## config.mk

```make
export PLATFORM = sky130hd
export DESIGN_NAME = blk_interleaver_pp
export DESIGN_NICKNAME = d
export VERILOG_FILES = /design/src/rtl/ilv_pkg.sv /design/src/rtl/ilv_addr_gen.sv /design/src/rtl/blk_interleaver_pp.sv
export SDC_FILE = /design/constraint.sdc
export NUM_CORES = 1
export LEC_CHECK = 0
export ABC_AREA = 1
export BUFFER_PORTS_ARGS = -buffer_cell sky130_fd_sc_hd__buf_2
export CAP_MARGIN = 10
export CORE_MARGIN = 3
export CORE_UTILIZATION = 50
export CTS_CLUSTER_SIZE = 12
export DETAILED_ROUTE_END_ITERATION = 8
export PLACE_DENSITY = 0.68
export SLEW_MARGIN = 10
export SYNTH_ARGS = -nofsm -noshare
export SYNTH_HDL_FRONTEND = slang
export SYNTH_SLANG_ARGS = --single-unit
```

## constraint.sdc

```tcl
create_clock -name clk -period 1.8 [get_ports clk]
set_input_delay 0.18 -clock clk [delete_from_list [all_inputs] [get_ports clk]]
set_output_delay 0.18 -clock clk [all_outputs]
set_load 0.005 [all_outputs]
```

## src/rtl/ilv_pkg.sv

```systemverilog
// Shared types and defaults for the ping-pong block interleaver.
package ilv_pkg;

    typedef enum logic {
        ILV   = 1'b0,
        DEILV = 1'b1
    } ilv_mode_t;

    typedef enum logic [1:0] {
        EMPTY    = 2'd0,
        FILLING  = 2'd1,
        FULL     = 2'd2,
        DRAINING = 2'd3
    } bank_state_t;

    localparam int DEF_W = 1;
    localparam int DEF_R = 4;
    localparam int DEF_C = 4;

endpackage

```

## src/rtl/ilv_addr_gen.sv

```systemverilog
// Read-address walker for one block: steps through the bank in permuted order
// using a period counter, a column counter and a running address (adds only).
module ilv_addr_gen
    import ilv_pkg::*;
#(
    parameter int R  = DEF_R,
    parameter int C  = DEF_C,
    parameter int AW = $clog2(R * C)
) (
    input  logic          clk,
    input  logic          rst,
    input  logic          clr,
    input  ilv_mode_t     mode,
    input  logic          advance,
    output logic [AW-1:0] addr,
    output logic          last
);

    localparam logic [AW-1:0] ONE = AW'(1);

    logic [AW-1:0] cnt;
    logic [AW-1:0] col;
    logic [AW-1:0] period_m1;
    logic [AW-1:0] stride;

    // Interleave walks columns of an RxC array, deinterleave walks columns of CxR.
    assign period_m1 = (mode == DEILV) ? AW'(C - 1) : AW'(R - 1);
    assign stride    = (mode == DEILV) ? AW'(R) : AW'(C);
    assign last      = (cnt == period_m1) && (col == stride - ONE);

    always_ff @(posedge clk or negedge rst) begin
        if (!rst) begin
            cnt  <= '0;
            col  <= '0;
            addr <= '0;
        end else if (clr) begin
            cnt  <= '0;
            col  <= '0;
            addr <= '0;
        end else if (advance) begin
            if (last) begin
                cnt  <= '0;
                col  <= '0;
                addr <= '0;
            end else if (cnt == period_m1) begin
                cnt  <= '0;
                col  <= col + ONE;
                addr <= col + ONE;
            end else begin
                cnt  <= cnt + ONE;
                addr <= addr + stride;
            end
        end
    end

endmodule

```

## src/rtl/blk_interleaver_pp.sv

```systemverilog
// Ping-pong block interleaver/deinterleaver: one bank fills in natural order
// while the other drains through ilv_addr_gen into a registered output stage.
module blk_interleaver_pp
    import ilv_pkg::*;
#(
    parameter int W = DEF_W,
    parameter int R = DEF_R,
    parameter int C = DEF_C
) (
    input  logic         clk,
    input  logic         rst,
    input  logic         clr,
    input  logic         mode,
    input  logic         in_valid,
    output logic         in_ready,
    input  logic [W-1:0] in_data,
    output logic         out_valid,
    input  logic         out_ready,
    output logic [W-1:0] out_data
);

    localparam int N  = R * C;
    localparam int AW = $clog2(N);
    localparam logic [AW-1:0] LAST_K = AW'(N - 1);
    localparam logic [AW-1:0] ONE    = AW'(1);

    bank_state_t   state     [2];
    bank_state_t   state_nxt [2];
    ilv_mode_t     bank_mode [2];
    logic [W-1:0]  mem       [2][N];
    logic          fill_bank;
    logic          drain_bank;
    logic [AW-1:0] k;
    logic [AW-1:0] rd_addr;
    logic          rd_last;
    logic          wr_en;
    logic          rd_en;

    assign in_ready = (state[fill_bank] == EMPTY) || (state[fill_bank] == FILLING);
    assign wr_en    = in_valid && in_ready;
    assign rd_en    = (!out_valid || out_ready) &&
                      ((state[drain_bank] == FULL) || (state[drain_bank] == DRAINING));

    // A bank is released once its last symbol sits in the output register,
    // which lets a finished fill and a finished drain swap roles on one edge.
    always_comb begin
        state_nxt[0] = state[0];
        state_nxt[1] = state[1];
        if (wr_en) begin
            state_nxt[fill_bank] = (k == LAST_K) ? FULL : FILLING;
        end
        if (rd_en) begin
            state_nxt[drain_bank] = rd_last ? EMPTY : DRAINING;
        end
    end

    ilv_addr_gen #(
        .R  (R),
        .C  (C),
        .AW (AW)
    ) u_addr_gen (
        .clk     (clk),
        .rst     (rst),
        .clr     (clr),
        .mode    (bank_mode[drain_bank]),
        .advance (rd_en),
        .addr    (rd_addr),
        .last    (rd_last)
    );

    always_ff @(posedge clk) begin
        if (wr_en && !clr) begin
            mem[fill_bank][k] <= in_data;
        end
    end

    always_ff @(posedge clk or negedge rst) begin
        if (!rst) begin
            state[0]     <= EMPTY;
            state[1]     <= EMPTY;
            bank_mode[0] <= ILV;
            bank_mode[1] <= ILV;
            fill_bank    <= 1'b0;
            drain_bank   <= 1'b0;
            k            <= '0;
            out_valid    <= 1'b0;
            out_data     <= '0;
        end else if (clr) begin
            state[0]     <= EMPTY;
            state[1]     <= EMPTY;
            bank_mode[0] <= ILV;
            bank_mode[1] <= ILV;
            fill_bank    <= 1'b0;
            drain_bank   <= 1'b0;
            k            <= '0;
            out_valid    <= 1'b0;
            out_data     <= '0;
        end else begin
            state[0] <= state_nxt[0];
            state[1] <= state_nxt[1];

            if (wr_en) begin
                k <= (k == LAST_K) ? '0 : k + ONE;
                if (k == '0) begin
                    bank_mode[fill_bank] <= ilv_mode_t'(mode);
                end
            end

            // Filling moves on only when the other bank is free to take it.
            if ((state_nxt[fill_bank] == FULL) && (state_nxt[~fill_bank] == EMPTY)) begin
                fill_bank <= ~fill_bank;
            end

            if (rd_en && rd_last) begin
                drain_bank <= ~drain_bank;
            end

            if (rd_en) begin
                out_valid <= 1'b1;
                out_data  <= mem[drain_bank][rd_addr];
            end else if (out_ready) begin
                out_valid <= 1'b0;
            end
        end
    end

endmodule

```

-- Yosys cells after proc, flatten, opt, wreduce, memory -nomap -nowiden
Memory sizes are Yosys's and may differ from the RTL's.
Cells that the tools add are included.
- RAM bits: 32
- flip-flop bits (word level): 24
- output and inout bits: 3
- memories kept: 1
- logic and storage cells: 114
- input port bits: 7
- equality and inequality tests: 7
- add/subtract/negate cells: 4
- reductions and logical operators: 23
- magnitude comparators: 8
- muxes and demuxes: 54
- bitwise gates (word level): 7
- memories (memory ; words ; bits a word ; read ports ; clocked after Yosys merged registers in ; wr ports ; line ; source):
    mem ; 2 ; 16 ; 1 ; 0 ; 1 ; blk_interleaver_pp.sv:30 ; logic [W-1:0] mem [2][N];
- operators with widths (cell ; number):
    4-bit two-way mux ; 18
    2-bit two-way mux ; 16
    16-bit two-way mux ; 1
    1-bit two-way mux ; 13
    4-bit by 1-bit adder with 4-bit output, second input constant ; 3
    5-bit >= comparator, second input constant ; 2
    4-bit inverter with 5-bit output ; 2
    1-bit logical AND ; 9
    4-bit bitwise mux ; 2
    4-bit by 2-bit == test with 1-bit output, second input constant ; 2
    2-bit nonzero test ; 4
    2-bit == test, second input constant ; 3
    2-bit >= comparator, second input constant ; 3
    1-bit inverter with 2-bit output ; 3
    3-bit nonzero test ; 2
    5-bit by 1-bit < comparator with 1-bit output, second input constant ; 1
    4-bit by 3-bit adder with 4-bit output, second input constant ; 1
    1-bit binary-select mux with 4-bit select ; 1
    1-bit demux with 4-bit select ; 1
    2-bit demux with 1-bit select ; 2
    4-bit == test, second input constant ; 1
    2-bit zero test ; 2
    2-bit by 1-bit < comparator with 1-bit output, second input constant ; 2
    1-bit logical OR ; 3
    other kinds (4) ; 6

-- Depth between registers and ports, before layout
Gate-level depths: netlist of run 1.
- depth after elaboration: 17
- depth in mapped cells: 11

-- Cells and area by module
Synthesis of run 1 repeated with hierarchy kept, for this count alone.
- cells, all modules: 342
- area total of the unflattened synthesis: 3020.4 µm²
- modules (own cells, without submodules) (module ; times used ; cells each ; area each (µm²)):
    blk_interleaver_pp ; 1 ; 262 ; 2388.5
    ilv_addr_gen ; 1 ; 80 ; 631.9

-- Worst setup path before layout of run 1
Ideal clock, no wire load.
- path type: reg2reg
- start: reg state[3] (netlist bit)
- end: mem mem[0][10] (netlist bit), enable pin
- cell stages (with the launch flop): 6
- library setup time: 0.306 ns
- clock period less this slack: 1.493 ns
- setup slack: 0.307 ns
- buffers on the path: 0
- arrival: 1.187 ns
- path through: dfrtp_1 o21ai_2 nand2_1 nor2_4 nand2_4 nor3_2
- longest elaborated chain between the ends: 9
- elaborated cells on any way between the ends: 10
- classes of those cells: 1 x eq/ne; 5 x mux; 4 x reduce/logical
- ends and longest elaborated chain (element ; line ; source):
    start: declaration ; blk_interleaver_pp.sv:27 ; bank_state_t state [2];
    2-bit two-way mux (implied by the code) * (3 in series) ; blk_interleaver_pp.sv:39 ; assign in_ready = (state[fill_bank] == EMPTY) || (state[fill_bank] == FILLING);
    2-bit by 1-bit == test with 1-bit output / 2-bit zero test (equally long branches) ; blk_interleaver_pp.sv:39 ;
    1-bit logical OR * ; blk_interleaver_pp.sv:39 ;
    net in_ready ; blk_interleaver_pp.sv:15 ; output logic in_ready,
    1-bit logical AND * ; blk_interleaver_pp.sv:40 ; assign wr_en = in_valid && in_ready;
    1-bit logical AND * ; blk_interleaver_pp.sv:72 ; if (wr_en && !clr) begin
    1-bit two-way mux * ; blk_interleaver_pp.sv:72 ;
    16-bit two-way mux (implied by the code) * ; blk_interleaver_pp.sv:73 ; mem[fill_bank][k] <= in_data;
    end: declaration ; blk_interleaver_pp.sv:30 ;
Mark *: on every way through the listed nets, which the timed path passes. The rest lies on a longest branch. The select of a mux whose other input is x is not followed.

-- Worst setup path after layout of run 1
- start: reg state[1] (netlist bit)
- end: mem mem[0][6] (netlist bit), enable pin
- longest elaborated chain between the ends: 9
- elaborated cells on any way between the ends: 10
- classes of those cells: 1 x eq/ne; 5 x mux; 4 x reduce/logical
- ends and longest elaborated chain (element ; line):
    2-bit two-way mux (implied by the code) * (3 in series) ; blk_interleaver_pp.sv:39
    2-bit by 1-bit == test with 1-bit output / 2-bit zero test (equally long branches) ; blk_interleaver_pp.sv:39
    1-bit logical OR * ; blk_interleaver_pp.sv:39
    1-bit logical AND * ; blk_interleaver_pp.sv:40
    1-bit logical AND * ; blk_interleaver_pp.sv:72
    1-bit two-way mux * ; blk_interleaver_pp.sv:72
    16-bit two-way mux (implied by the code) * ; blk_interleaver_pp.sv:73
Every way passes the cells marked *; elsewhere a longest branch is shown, timed or not. The select of a mux whose other input is x is not followed.

==> flow_summary_export.csv, run 1 <==
group,metric,value,unit
outcome,outcome,"complete, no violations",
yosys,syn-num-nets,311,
timing,fin_crit,1.65,ns
yosys,yosysWarnings,0,
routing,drtIter0Drc,119,
routing,routedWlPerCell,14.4,um
timing,fin_crit_sh,0.914,
finish,drive_gt1_frac,0.256,
floorplanning,coreArea,5640,um^2
power,peakVddDrop,0.481,mV
critical_path,reg2reg_slack,0.15,ns
finish,mostFrequentLayoutCells,"nand2_1, nand3_1, edfxtp_1",
place,gp_congestion,0.792,
critical_path,cp_slowest_cell,"dfrtp_1",
power,power_frac_seq,0.640,
clock_tree,cts_sinks,56,
yosys,syn_inst,298,
critical_path,crit_chain,"inv_1, nand2_1, o21ai_2, nand2_2, nor2_4, nand2_4, nor3_2",
routing,detail-route-antenna-nets,0,
finish,syn2layout_area_growth,8.78,%
flow_run,max_cap_violations,0,
clock_tree,clk_pin_slew,0.09,ns
timing,hold_viol_final,0,
yosys,netlist-cell-type-count,36,
place,hpwl,3990,um
global_route,track_usage,0.175,
global_route,grt_max_degree,33,
floorplanning,dieWidth,83.4,um
power,p_clk_frac,0.304,
floorplanning,die-area,6950,um^2
floorplanning,die_h,83.4,um
clock_tree,clkLatencyLatePin,0.30,ns
routing,drt-vias-per-instance,5.34,
power,p_sw_frac,0.221,
timing,drv_slew,0,
global_route,gr-total-overflow,0,
timing,rsz0062_at_grt,"false",
critical_path,arrival,1.66,ns
global_route,grt_pass1_vias,2103,
critical_path,cp_top_family,"simple AND/OR/NAND/NOR gates",
timing,tightest_slew,0.559,ns
timing,fmax,0.608,GHz
clock_tree,cts-root-buf,"clkbuf_8",
routing,num_vias,2070,
global_route,antenna_found_initial,0,
critical_path,cp_max_fo,8,
finish,final_common_cell,"nand2_1",
floorplanning,initial_core_util,0.530,
power,power.total,2.15,mW
clock_tree,clockBufferDepth,2,
global_route,grt_pass1_wl,9850,um
power,power.density,660,nW/um^2
routing,route.detailed.drc,0,
critical_path,setup.worst_path.class,"reg -> reg",
yosys,syn_area_per_cell,10.0,um^2
floorplanning,io-pin-count,10,
finish,antennaDiodeCount,0,
floorplanning,fp-row-count,27,
place,io_buffers,8,
timing,fin_tns_setup,0,ns
clock_tree,cts_tree,"built",
yosys,ys_seq_area_frac,0.522,
timing,finClkSkew,0.00480,ns
routing,routed_wl,5590,um
critical_path,worst_setup_path_end_kind,"flop",
timing,max_slew_margin,0.627,
power,power.internal,1.68,mW
critical_path,start_kind,"flop",
routing,drt_first_pass_iters,4,
worst_hold_path,hp-class,"in -> reg",
timing,setup_viol,0,
critical_path,worstPathRequired,1.81,ns
critical_path,path_buf_inv,1,
clock_tree,htree_levels,2,
power,power.leakage,1.30,nW
clock_tree,cts_made_buffers,5,
yosys,ys_ff_latch,56,
critical_path,cp_slowest_stage_delay,0.40,ns
power,comb_power_share,0.056,
power,power.switching,0.474,mW
finish,finalNetCount,328,
yosys,netlist_area,2990,um^2
-- sequential cells by signal, summed over array words and instances (netlist names) --
signal	flops
mem	32
fill_bank	1
out_valid	1
k	4
drain_bank	1
out_data	1
u_addr_gen.addr	4
u_addr_gen.cnt	4
state	4
u_addr_gen.col	4
-- Yosys cell counts (all sizes together) --
cell,number,area (um^2)
nor4,7,43.8
o21ai,17,104
a21oi,4,20.0
o221ai,1,8.76
a22o,1,8.76
nor3b,3,38.8
o211ai,1,7.51
ha,6,75.1
nand4,3,18.8
nand2,76,350
nand3,42,215
nor2,14,83.8
nor3,27,260
inv,26,108
buf,9,51.3
clkinv,1,3.75
or2,1,6.26
dfrtp,24,601
edfxtp,32,961
xor2,3,26.3
-- worst reg2reg max path, cell delays in order, from the launching register on --
cell and delay (ns):
dfrtp_1 0.40, inv_1 0.11, nand2_1 0.08, o21ai_2 0.08, nand2_2 0.11, nor2_4 0.26, nand2_4 0.16, nor3_2 0.16
-- power groups by stage --
stage	Clock, mW	Sequential (mW)	Combinational [mW]
3_3_place_gp	0	1.40	0.115
6_report	0.653	1.38	0.120
3_5_place_dp	0	1.40	0.118
4_1_cts	0.677	1.38	0.120
5_1_grt	0.729	1.38	0.136
2_1_floorplan	0	1.40	0.0746
-- cells by family (layout without fill, tap and decap cells) --
family | after synthesis | count (layout) | synth area share
simple gates | 173 | 173 | 0.340
fa+ha+maj | 6 | 6 | 0.0251
compound gates | 24 | 24 | 0.0498
buf+inv | 36 | 54 | 0.0544
xor+xnor | 3 | 3 | 0.00878
flops | 56 | 56 | 0.522
-- timing repair --
action | CTS | global route
hold buffers | 1 | 0
resized for setup | 0 | 4
endpoints found under the hold margin | 24 | 0
setup buffers | 0 | 2
endpoints found under the setup margin | 0 | 4
-- area by class of cell --
cell class | count | area [um^2]
fill | 506 | 2390
sequential | 56 | 1560
multi-input combinational | 206 | 1290
timing repair buffer | 19 | 125
inverter | 27 | 111
tap | 72 | 90.1
clock buffer | 7 | 76.3
clock inverter | 1 | 3.75
-- path summary, 6_finish.rpt --
check	cells after the start	to	startpoint
setup / recovery	7	mem[0][6]$_DFFE_PP_	state[1]$_DFF_PN0_
hold / removal	2	fill_bank$_DFFE_PN0P_	clr
setup reg to reg	7	mem[0][6]$_DFFE_PP_	state[1]$_DFF_PN0_
hold reg to reg	2	out_data$_DFFE_PN0P_	out_data$_DFFE_PN0P_
max in group asynchronous	2	k[1]$_DFFE_PN0P_	rst
min in group asynchronous	2	u_addr_gen.addr[0]$_DFFE_PN0P_	rst
-- stage by stage --
step	setup slack [ns]	instance area (um^2)	util	hold slack, ns	cells
after global placement	0.166	3130	0.555	0.202	377
after global routing	0.0160	3250	0.577	0.192	388
final	0.155	3250	0.577	0.187	388
after CTS	0.126	3220	0.571	0.182	386
after floorplan	0.307	2990	-	-0.116	298
after detailed placement	0.146	3130	0.555	0.224	377
-- routing by layer --
metal,vias up,track usage,wire length [um]
met4,0,0.0535,56
met1,986,0.219,2540
met2,26,0.306,2830
li1,1053,-,-
met5,-,0,0
met3,5,0.0347,159
(Power assumes the default switching activity.)
==> run 2: changes to the inputs <==
--- a/config.mk
+++ b/config.mk
@@ -8,11 +8,14 @@
 export ABC_AREA = 1
 export BUFFER_PORTS_ARGS = -buffer_cell sky130_fd_sc_hd__buf_2
 export CAP_MARGIN = 10
+export CELL_PAD_IN_SITES_DETAIL_PLACEMENT = 1
+export CELL_PAD_IN_SITES_GLOBAL_PLACEMENT = 1
 export CORE_MARGIN = 3
-export CORE_UTILIZATION = 50
+export CORE_UTILIZATION = 49
 export CTS_CLUSTER_SIZE = 12
 export DETAILED_ROUTE_END_ITERATION = 8
-export PLACE_DENSITY = 0.68
+export GPL_TIMING_DRIVEN = 0
+export PLACE_DENSITY = 0.81
 export SLEW_MARGIN = 10
 export SYNTH_ARGS = -nofsm -noshare
 export SYNTH_HDL_FRONTEND = slang
==> flow_summary_export.csv, run 2 (synthesis results as in run 1) <==
group,metric,value,unit
floorplanning,die_h,84.1,um
power,power.density,682,nW/um^2
timing,setup_ws,0.114,ns
finish,drive_gt1_frac,0.261,
finish,mostFrequentLayoutCells,"nand2_1, nand3_1, edfxtp_1",
global_route,grt_pass1_wl,11500,um
critical_path,worst_setup_path_end_kind,"flop",
critical_path,crit_chain,"inv_1, nand2_1, o21ai_2, nand2_2, nor2_4, nand2_4, nor3_2",
power,power.leakage,1.31,nW
outcome,outcome,"complete, no violations",
place,placed_area,3120,um^2
routing,detail-route-antenna-nets,0,
finish,final_common_cell,"nand2_1",
timing,finClkSkew,0.00587,ns
place,hpwl,4870,um
routing,routedWlPerCell,16.9,um
floorplanning,die-area,7080,um^2
global_route,grt_pass1_vias,2345,
worst_hold_path,hp-class,"in -> reg",
timing,hold-worst-slack,0.346,ns
timing,hold_viol_final,0,
floorplanning,initial_core_util,0.524,
timing,tightest_slew,0.687,ns
critical_path,cp_slowest_cell,"dfrtp_1",
clock_tree,clk_pin_slew,0.10,ns
routing,drtIter0Drc,129,
floorplanning,io-pin-count,10,
floorplanning,coreArea,5710,um^2
critical_path,setup.worst_path.class,"reg -> reg",
timing,setup_viol,0,
finish,regMostFlops,"mem",
routing,route.detailed.drc,0,
global_route,track_usage,0.204,
routing,drt_first_pass_iters,4,
critical_path,worstPathRequired,1.82,ns
clock_tree,htree_levels,2,
clock_tree,cts_tree,"built",
timing,fin_crit,1.69,ns
clock_tree,cts_sinks,56,
critical_path,start_kind,"flop",
finish,largest_register_ffs,32,
place,io_buffers,7,
place,placedCellCount,377,
timing,max_slew_margin,0.542,
timing,fmax,0.593,GHz
critical_path,cp_slowest_stage_delay,0.40,ns
timing,fin_crit_sh,0.936,
finish,finalNetCount,330,
finish,antennaDiodeCount,0,
clock_tree,cts_made_buffers,5,
routing,routed_wl,6570,um
floorplanning,fp-row-count,27,
finish,syn2layout_area_growth,9.16,%
clock_tree,clkLatencyLatePin,0.31,ns
routing,num_vias,2151,
global_route,antenna_found_initial,0,
finish,fillers,644,
clock_tree,clockBufferDepth,2,
global_route,gr-total-overflow,0,
timing,drv_slew,0,
finish,fin_util,0.572,
clock_tree,cts-root-buf,"clkbuf_8",
power,peakVddDrop,0.350,mV
flow_run,max_cap_violations,0,
critical_path,cp_max_fo,8,
finish,fin_cells,390,
place,gp_congestion,0.803,
routing,drt-vias-per-instance,5.52,
critical_path,arrival,1.70,ns
place,post-place-ws,0.0540,ns
finish,fin_area,3270,um^2
global_route,grt_max_degree,33,
floorplanning,dieWidth,84.1,um
critical_path,reg2reg_slack,0.11,ns
[run 2: where the power goes]
group	leakage, nW	switching (mW)	internal [mW]	total (mW)
clock network	0.0445	0.410	0.314	0.724
logic	0.645	0.0899	0.0354	0.125
registers	0.618	0.00904	1.37	1.38
total	1.31	0.509	1.72	2.23
[run 2: layout make-up]
type / instances / area, um^2 / area share
well taps: 72 / 90.1 / 0.0276
plain buffers: 9 / 51.3 / 0.0157
flip-flops and latches: 56 / 1560 / 0.479
clock inverters: 1 / 7.51 / 0.00230
inverters: 27 / 111 / 0.0341
multi-input cells: 206 / 1280 / 0.392
clock buffers: 7 / 86.3 / 0.0264
repair buffers: 12 / 75.1 / 0.0230
[run 2: worst paths after layout]
check / startpoint / to / cells after the start
max reg2reg: state[1]$_DFF_PN0_ / mem[1][13]$_DFFE_PP_ / 7
min in group asynchronous: rst / u_addr_gen.addr[0]$_DFFE_PN0P_ / 2
max in group asynchronous: rst / state[3]$_DFF_PN0_ / 2
min reg2reg: u_addr_gen.cnt[1]$_DFFE_PN0P_ / u_addr_gen.cnt[1]$_DFFE_PN0P_ / 1
max: state[1]$_DFF_PN0_ / mem[1][13]$_DFFE_PP_ / 7
min: in_valid / mem[0][0]$_DFFE_PP_ / 3
[run 2: what timing repair did]
| action | in CTS | in global routing |
|---|---|---|
| buffers inserted | 0 | 4 |
| resized for setup | 0 | 4 |
| setup endpoints to repair | 0 | 31 |
| hold endpoints to repair | 24 | 0 |
| hold buffers | 1 | 0 |
[run 2: worst max-delay path, delay by kind of cell (launching register included)]
kind / cells / cell delay, ns
flip-flops: 1 / 0.40
buffers and inverters: 1 / 0.11
AO/OA/AOI/OAI: 1 / 0.09
AND/OR/NAND/NOR: 5 / 0.79
[run 2: routing by layer]
layer	wire, um	GRT usage
met5	0	0
met1	2940	0.256
met4	100	0.0643
met3	133	0.0304
met2	3390	0.362
[run 2: through the flow]
step	TNS, ns	power [mW]
after detailed placement	0	1.53
after global placement	0	1.52
final	0	2.23
after CTS	0	2.24
after global routing	-0.00297	2.31
after floorplan	0	1.48
==> run 3: changes to the inputs <==
--- a/config.mk
+++ b/config.mk
@@ -6,7 +6,7 @@
 export NUM_CORES = 1
 export LEC_CHECK = 0
 export ABC_AREA = 1
-export BUFFER_PORTS_ARGS = -buffer_cell sky130_fd_sc_hd__buf_2
+export BUFFER_PORTS_ARGS = -buffer_cell sky130_fd_sc_hd__buf_4
 export CAP_MARGIN = 10
 export CELL_PAD_IN_SITES_DETAIL_PLACEMENT = 1
 export CELL_PAD_IN_SITES_GLOBAL_PLACEMENT = 1
==> constraint.sdc (replaced) <==
create_clock -name clk -period 1.8 [get_ports clk]
set_input_delay 0.18 -clock clk [delete_from_list [all_inputs] [get_ports clk]]
set_output_delay 0.18 -clock clk [all_outputs]
set_load 0.1 [all_outputs]
==> flow_summary_export.csv, run 3 (synthesis results as in run 1) <==
group,metric,value,unit
timing,finClkSkew,0.0100,ns
routing,wl_met3,141,um
routing,wl_met2,3510,um
place,placed_area,3150,um^2
critical_path,arrival,1.71,ns
place,gp_congestion,0.795,
place,hpwl,4940,um
finish,antennaDiodeCount,0,
critical_path,reg2reg_from,"state[3]$_DFF_PN0_",
timing,tightest_slew,0.776,ns
power,power.density,699,nW/um^2
routing,top_layer_used,"met4",
routing,route.detailed.drc,0,
global_route,grt_pass1_wl,11800,um
floorplanning,io-pin-count,10,
timing,rsz0062_at_grt,"false",
finish,syn2layout_area_growth,10.5,%
clock_tree,clockBufferDepth,2,
global_route,antenna_found_initial,0,
timing,drv_slew,0,
place,io_buffers,7,
finish,largest_register_ffs,32,
global_route,gr-total-overflow,0,
finish,regMostFlops,"mem",
critical_path,cp_max_fo,8,
flow_run,max_cap_violations,0,
floorplanning,fp-row-count,27,
clock_tree,cts_sinks,56,
worst_hold_path,min_from,"in_data",
place,placedCellCount,377,
finish,mostFrequentLayoutCells,"nand2_1, nand3_1, edfxtp_1",
clock_tree,cts_made_buffers,5,
routing,detail-route-antenna-nets,0,
critical_path,cp_slowest_cell,"dfrtp_2",
floorplanning,die_h,84.1,um
clock_tree,clk_pin_slew,0.10,ns
critical_path,path_buf_inv,0,
clock_tree,clkLatencyLatePin,0.31,ns
routing,drt-vias-per-instance,5.61,
timing,hold_viol_final,0,
critical_path,crit_path_start,"state[3]$_DFF_PN0_",
finish,fillers,653,
global_route,grt_max_degree,33,
timing,hold-worst-slack,0.269,ns
worst_hold_path,hp-class,"in -> reg",
finish,drive_gt1_frac,0.266,
critical_path,reg2reg_slack,0.11,ns
worst_hold_path,hold_end,"mem[0][12]$_DFFE_PP_",
floorplanning,dieWidth,84.1,um
outcome,outcome,"complete, no violations",
floorplanning,die-area,7080,um^2
routing,routed_wl,6840,um
clock_tree,cts-root-buf,"clkbuf_8",
finish,finalNetCount,328,
critical_path,worst_setup_path_end_kind,"flop",
routing,routedWlPerCell,17.6,um
worst_hold_path,hold_path_depth,1,
critical_path,worstPathRequired,1.82,ns
floorplanning,coreArea,5710,um^2
critical_path,crit_top_cell,"nand2_4",
finish,fin_cells,388,
power,power.leakage,1.33,nW
critical_path,cp_top_family,"simple AND/OR/NAND/NOR gates",
critical_path,start_kind,"flop",
routing,drt_first_pass_iters,4,
critical_path,worst-r2r-cell-count,5,
critical_path,cp_slowest_stage_delay,0.49,ns
timing,fin_crit_sh,0.941,
finish,final_common_cell,"nand2_1",
timing,fmax,0.590,GHz
critical_path,setup.worst_path.class,"reg -> reg",
critical_path,crit_chain,"o21ai_4, nand2_4, nor2_4, nand2_4, nor3_4",
critical_path,r2r-end,"mem[1][11]$_DFFE_PP_",
clock_tree,htree_levels,2,
global_route,track_usage,0.208,
routing,met1_length,3110,um
global_route,grt_pass1_vias,2349,
routing,num_vias,2178,
timing,fin_crit,1.69,ns
finish,fin_area,3310,um^2
timing,max_slew_margin,0.483,
clock_tree,cts_tree,"built",
floorplanning,initial_core_util,0.524,
power,peakVddDrop,0.452,mV
timing,setup_viol,0,
routing,drtIter0Drc,136,
[run 3: cell types whose count changed in the layout (fill, tap and decap cells not counted), moves of 2 or more]
cell / delta
buf_2: -7
buf_4: +5
dfrtp_1: -2
dfrtp_2: +2
[run 3: cell type report]
cell class | instances | area [um^2] | share of cell area
Inverter | 27 | 111 | 0.0337
Tap cell | 72 | 90.1 | 0.0272
Clock inverter | 1 | 3.75 | 0.00114
Multi-Input combinational cell | 206 | 1300 | 0.393
Timing Repair Buffer | 10 | 77.6 | 0.0235
Sequential cell | 56 | 1570 | 0.473
Buffer | 9 | 51.3 | 0.0155
Clock buffer | 7 | 108 | 0.0325
[run 3: worst max-delay path by stage]
| stage | to | slack [ns] | cells after the start |
|---|---|---|---|
| floorplan | mem[0][10]$_DFFE_PP_ | -0.22 | 5 |
| global placement | u_addr_gen.addr[2]$_DFFE_PN0P_ | 0.08 | 7 |
| detailed placement | mem[1][7]$_DFFE_PP_ | 0.05 | 7 |
| CTS | u_addr_gen.addr[2]$_DFFE_PN0P_ | 0.02 | 7 |
| global route | fill_bank$_DFFE_PN0P_ | 0.001 | 8 |
| finish | mem[1][11]$_DFFE_PP_ | 0.11 | 5 |
[run 3: per-stage QoR]
step / power [mW] / util / worst slack, ns / TNS (ns)
after CTS: 2.32 / 0.572 / 0.0176 / 0
after global placement: 1.52 / 0.551 / 0.0760 / 0
after detailed placement: 1.53 / 0.551 / 0.0535 / 0
after global routing: 2.39 / 0.579 / 0.00139 / 0
final: 2.31 / 0.579 / 0.105 / 0
after floorplan: 1.48 / - / -0.225 / -6.40
[run 3: routing by layer]
layer | global-route usage | vias to the layer above
li1 | - | 1055
met2 | 0.355 | 24
met5 | 0 | -
met4 | 0.0585 | 0
met3 | 0.0275 | 7
met1 | 0.279 | 1092
[run 3: repair_timing]
action                     4_1_cts  5_1_grt
hold endpoints to repair        24        0
hold buffers                     1        0
buffers inserted                 0        2
resized for setup                0        6
setup endpoints to repair        0       33
[run 3: report_power, final]
group | switching, mW | internal (mW)
logic | 0.0920 | 0.0374
registers | 0.00887 | 1.37
clock network | 0.411 | 0.393
